--- config.mk ---
export PLATFORM = sky130hd
export DESIGN_NAME = mult_unit
export DESIGN_NICKNAME = d
export VERILOG_FILES = /design/src/rtl/lc3b_types.sv /design/src/rtl/mult_unit.sv
export SDC_FILE = /design/constraint.sdc
export NUM_CORES = 1
export LEC_CHECK = 0
export ABC_AREA = 1
export CAP_MARGIN = 25
export CORE_ASPECT_RATIO = 1.5
export CORE_MARGIN = 2
export CORE_UTILIZATION = 45
export CTS_BUF_LIST = sky130_fd_sc_hd__clkbuf_4 sky130_fd_sc_hd__clkbuf_8
export CTS_CLUSTER_DIAMETER = 150
export DETAILED_ROUTE_END_ITERATION = 6
export GPL_TIMING_DRIVEN = 1
export PLACE_DENSITY = 0.67
export SYNTH_ARGS = -nofsm -noshare
export SYNTH_HDL_FRONTEND = slang
export SYNTH_SLANG_ARGS = --single-unit
--- constraint.sdc ---
create_clock -name clk -period 2.8 [get_ports clk]
set_clock_uncertainty 0.1 [all_clocks]
set_input_delay 0.28 -clock clk [delete_from_list [all_inputs] [get_ports clk]]
set_output_delay 0.28 -clock clk [all_outputs]
set_load 0.03 [all_outputs]
--- src/rtl/lc3b_types.sv ---
// Shared LC-3b types: datapath word, multiplier FSM states, multiply iteration count.
package lc3b_types;

  typedef logic [15:0] lc3b_word;

  typedef enum logic [1:0] {
    IDLE = 2'd0,
    RUN  = 2'd1,
    DONE = 2'd2
  } lc3b_mult_state;

  localparam int unsigned MULT_CYCLES = 16;

endpackage

--- src/rtl/mult_unit.sv ---
// Iterative 16x16 shift-add multiplier: one partial product per cycle, fixed
// 16-cycle run, sign fix-up applied as the final product is registered.
module mult_unit
  import lc3b_types::*;
(
  input  logic        clk,
  input  logic        reset_n,
  input  logic        start,
  input  logic        is_signed,
  input  logic [15:0] a,
  input  logic [15:0] b,
  output logic        busy,
  output logic        done,
  output logic [15:0] f,
  output logic [15:0] f_hi
);

  localparam logic [3:0] LAST_ITER = 4'(MULT_CYCLES - 1);

  lc3b_mult_state state;
  logic [3:0]     cnt;
  logic [31:0]    mcand;
  lc3b_word       mplier;
  logic [31:0]    acc;
  logic           neg;

  lc3b_word       a_mag;
  lc3b_word       b_mag;
  logic           neg_in;
  logic [31:0]    add_term;
  logic [31:0]    acc_sum;
  logic [31:0]    prod_fix;

  // Operand magnitudes at capture, this cycle's partial sum, and the signed result.
  always_comb begin
    a_mag    = (is_signed && a[15]) ? (~a + 16'd1) : a;
    b_mag    = (is_signed && b[15]) ? (~b + 16'd1) : b;
    neg_in   = is_signed & (a[15] ^ b[15]);
    add_term = mplier[0] ? mcand : 32'd0;
    acc_sum  = acc + add_term;
    prod_fix = neg ? (~acc_sum + 32'd1) : acc_sum;
  end

  // FSM, counter, shift-add datapath and registered outputs.
  always_ff @(posedge clk or negedge reset_n) begin
    if (!reset_n) begin
      state  <= IDLE;
      cnt    <= 4'd0;
      mcand  <= 32'd0;
      mplier <= 16'd0;
      acc    <= 32'd0;
      neg    <= 1'b0;
      busy   <= 1'b0;
      done   <= 1'b0;
      f      <= 16'd0;
      f_hi   <= 16'd0;
    end else begin
      case (state)
        IDLE, DONE: begin
          done <= 1'b0;
          if (start) begin
            state  <= RUN;
            busy   <= 1'b1;
            cnt    <= 4'd0;
            acc    <= 32'd0;
            mcand  <= {16'd0, a_mag};
            mplier <= b_mag;
            neg    <= neg_in;
          end else begin
            state <= IDLE;
          end
        end
        RUN: begin
          acc    <= acc_sum;
          mcand  <= mcand << 1;
          mplier <= mplier >> 1;
          cnt    <= cnt + 4'd1;
          if (cnt == LAST_ITER) begin
            state <= DONE;
            busy  <= 1'b0;
            done  <= 1'b1;
            f     <= prod_fix[15:0];
            f_hi  <= prod_fix[31:16];
          end
        end
        default: begin
          state <= IDLE;
          busy  <= 1'b0;
          done  <= 1'b0;
        end
      endcase
    end
  end

endmodule

==> results.md <==
* Net count after synthesis at roughly 1,400
* Critical path depth at 20
* Top cells by count, synth: sky130_fd_sc_hd__nand2_1 (476), sky130_fd_sc_hd__inv_1 (229), sky130_fd_sc_hd__dfrtp_1 (120)
* Largest net degree at the start of global routing at 80
* Reg-to-reg critical path startpoint: mplier[0]$_DFFE_PN0P_
* Endpoint of the most critical register-to-register path: f_hi[7]$_DFFE_PN0P_
* Ys flop type: sky130_fd_sc_hd__dfrtp_1
* Skew-Pair Late Insertion Delay at about 0.48 ns
* Buffers on Ports at 69
* Transition time of the tightest slew-check pin at approximately 0.69 ns
* Cell type of the slowest stage on the worst timing path: sky130_fd_sc_hd__dfrtp_1
* Max-slew headroom at the worst pin at about 54%
* FF+latch count, synth at 120
* Total standard cell area after synthesis at roughly 8900 µm²
* Complex-gate fraction of the synthesized area at between 10% and 20%
* Clk sinks at 120
* HPWL Detailed at roughly 21,000 µm
* Final weighted congestion in routability-driven placement at 0.983
* Standard-cell row count at 63
* Largest driver fanout on the critical path at 5
* Leading cell type by number of instances after synthesis: sky130_fd_sc_hd__nand2_1
* EDFF count, synth at 0
* Io pins at 70
* Type of the worst setup path: flip-flop to flip-flop
* Total chip power at between 15 and 20 mW
* Pins over their slew limit at 0
* Inserted Diodes at 0
* Number of cells on the worst reg-to-reg path at 20
* Max Cap Violations at 0
* Drc violations at 0
* Sequential area share after synthesis at between 30% and 40%
* Width of the chip at between 100 and 150 µm
* Std-Cell Core Area at ~20,000 µm²
* Fraction of synthesis flops using an asynchronous set or reset pin at between 90% and 100%
* Crit path setup slack, layout at -0.213 ns
* Overall fraction of global-route tracks in use at approximately 28%
* Via density per instance at approximately 5.1
* Cells taking the most area after synthesis: sky130_fd_sc_hd__dfrtp_1 (34%), sky130_fd_sc_hd__nand2_1 (20%), sky130_fd_sc_hd__inv_1 (9.7%)
* CTS tree: yes
* Data arrival time at the worst-slack endpoint at approximately 3.3 ns
* Worst setup slack before clock tree synthesis at -0.403 ns
* Number of global-route vias before repair at about 9,500
* Status: finished with violations
* Reported leakage power at 6.31 nW
* Synthesized-area fraction occupied by adder cells at about 5.1%
* Simple-gate share of the synthesized area at about a third
* Unrepaired setup endpoints after global routing: true
* Final count of negative-setup-slack endpoints at 19
* Dominant combinational cell family by area after synthesis: simple AND/OR/NAND/NOR gates
* Wire length of the first global-routing pass at between 40,000 and 50,000 µm
* Number of buffers on the longest clock path at 2
* Final net count at about 1,600
* Crit path time final at around 3.0 ns
* Portion of synthesized cell area occupied by the leading cell type at about 34%
* Crit path launch: mplier[0]$_DFFE_PN0P_
* Register-to-register setup slack at -0.21 ns
* Yosys warns at 0
* Number of hold violations in the final report at 0
* CTS clock-pin slew for the worst setup and hold paths at roughly 0.080 ns
* Share of the synthesized netlist area taken by xor and xnor gates at slightly below 4%
* Floorplan die height at around 180 µm
* Detailed-router iteration count before antenna repair at 6
* Max Clock Freq at around 330 MHz
* Clock root buffer: sky130_fd_sc_hd__clkbuf_8
* Largest delay share family, worst path: simple AND/OR/NAND/NOR gates
* Number of cells produced by synthesis at ~1,300
* Layout Area Growth over Synthesis at 38.3%
* Max H-tree Level at 4
* Number of buffers created by CTS at 17
* Distinct cell type count after synthesis at 45
* Starting utilization of the core area at between 40% and 50%
* Mapped Avg Cell Area at 6.62 µm²
* Worst setup EP type: flip-flop
* Number of antenna violations at the first check in global routing at 0
* Number of routed nets with antenna violations at 0
* Vias after detailed routing at between 9,000 and 10,000
* Die ar. at ~21,000 µm²
* Detailed Route WL at 28,300 µm
* Number of DRC markers in iteration 0 at about 440
* Worst vdd rail ir drop at approximately 0.5 mV
* Pwr Density at about 1300 nW/µm²
* End point of the critical path: f_hi[7]$_DFFE_PN0P_
* Critical path's largest stage delay at 0.42 ns
* Violations in the final reports: setup timing
* Post-synth top area cell: sky130_fd_sc_hd__dfrtp_1
* Placed cell area at approximately 11,000 µm²
* Final std cell area, no fill at roughly 12,000 µm²
* Cell Chain, Critical Path: nand2_1, inv_2, ha_4, fa_2, buf_6, nor2_4, nor2_2, nor3_2, inv_1, nor2_2, nand3_2, nor2_4, nand2_4, nor2_4, nand2_4, o21ai_4, buf_4, nand2_1, nand2_1, o21ai_1
* Average wire per standard cell at around 15 µm
* Worst path bufs/invs at 4
* Post-route clock period utilization at 108%
* Total congestion overflow at 0
* Critical Path Source Type: flip-flop
* Share of post-route cells with drive strength above 1 at roughly a quarter
* Worst endpoint required time at 3.06 ns
* Min-Delay Path Class: input port to async pin
* Mux cell area share after synthesis at 0%
-- kinds of logic after synthesis --
| logic type | after synthesis |
|---|---|
| flops | 120 |
| buf+inv | 270 |
| simple gates | 707 |
| compound gates | 173 |
| xor+xnor | 38 |
| fa+ha+maj | 36 |
-- sequential cells by signal, indices dropped and copies added (netlist names) --
register / count
acc: 32
mcand: 32
f: 16
f_hi: 16
mplier: 16
cnt: 4
busy: 1
done: 1
neg: 1
state: 1
-- cell type report --
type                            instances  area [µm²]
Clock buffer                           18         248
Multi-Input combinational cell        954        5650
Fill cell                            1868        7240
Inverter                              235         882
Tap cell                              260         325
Timing Repair Buffer                  244        2060
Sequential cell                       120        3000
Clock inverter                         13         149
-- routing by layer --
| metal | up-vias | part of all wire (%) | track usage (%) |
|---|---|---|---|
| met2 | 221 | 53 | 52.5 |
| li1 | 4691 | - | - |
| met5 | - | 0 | 0 |
| met3 | 96 | 3.0 | 4.81 |
| met4 | 0 | 8.0 | 20.8 |
| met1 | 4417 | 35 | 27.2 |
-- worst register-to-register path: cells and delay by family (launching register included) --
family / cells / cell delay [ns]
flops: 1 / 0.42
fa+ha+maj: 2 / 0.54
buf+inv: 4 / 0.41
compound gates: 2 / 0.25
simple gates: 12 / 1.21
-- power by group --
group | leakage (nW) | internal, mW | switching [mW]
clock network | 0.192 | 0.817 | 0.795
registers | 1.50 | 2.56 | 0.622
logic | 4.62 | 4.99 | 6.61
-- stage by stage --
stage / TNS (ns) / instances / util, % / hold WS, ns
after floorplan: 0 / 1344 / - / -0.116
after global placement: -5.03 / 1799 / 56.3 / 0.182
after detailed placement: -5.84 / 1799 / 56.3 / 0.185
after CTS: -1.24 / 1840 / 61.7 / 0.196
after global routing: -6.83 / 1844 / 63.0 / 0.221
final: -1.92 / 1844 / 63.0 / 0.212
-- cell usage in the layout (no fill, tap or decap), drive strengths merged, types with 33 or more instances in the layout --
cell           instances
ha                    35
inv                  234
buf                  175
dfrtp                120
nand2                495
a21oi                 33
nor2                 104
o21ai                 73
clkdlybuf4s50         68
nand3                 75
-- worst min-delay path by stage --
stage / startpoint / end / slack [ns]
after global routing: reset_n / acc[7]$_DFFE_PN0P_ / 0.22
after floorplan: reset_n / acc[0]$_DFFE_PN0P_ / -0.12
after detailed placement: reset_n / mcand[12]$_DFFE_PN0P_ / 0.19
final: reset_n / acc[7]$_DFFE_PN0P_ / 0.21
after global placement: reset_n / mcand[12]$_DFFE_PN0P_ / 0.18
after CTS: reset_n / acc[7]$_DFFE_PN0P_ / 0.20
-- repair_timing --
action | 4_1_cts | 5_1_grt
gates resized for setup | 114 | 68
endpoints found under the hold margin | 35 | 0
endpoints found under the setup margin | 24 | 30
buffers inserted | 9 | 4
pin swaps | 29 | 13
hold buffers | 1 | 0
No activity file was read; power rests on OpenSTA's default activity.
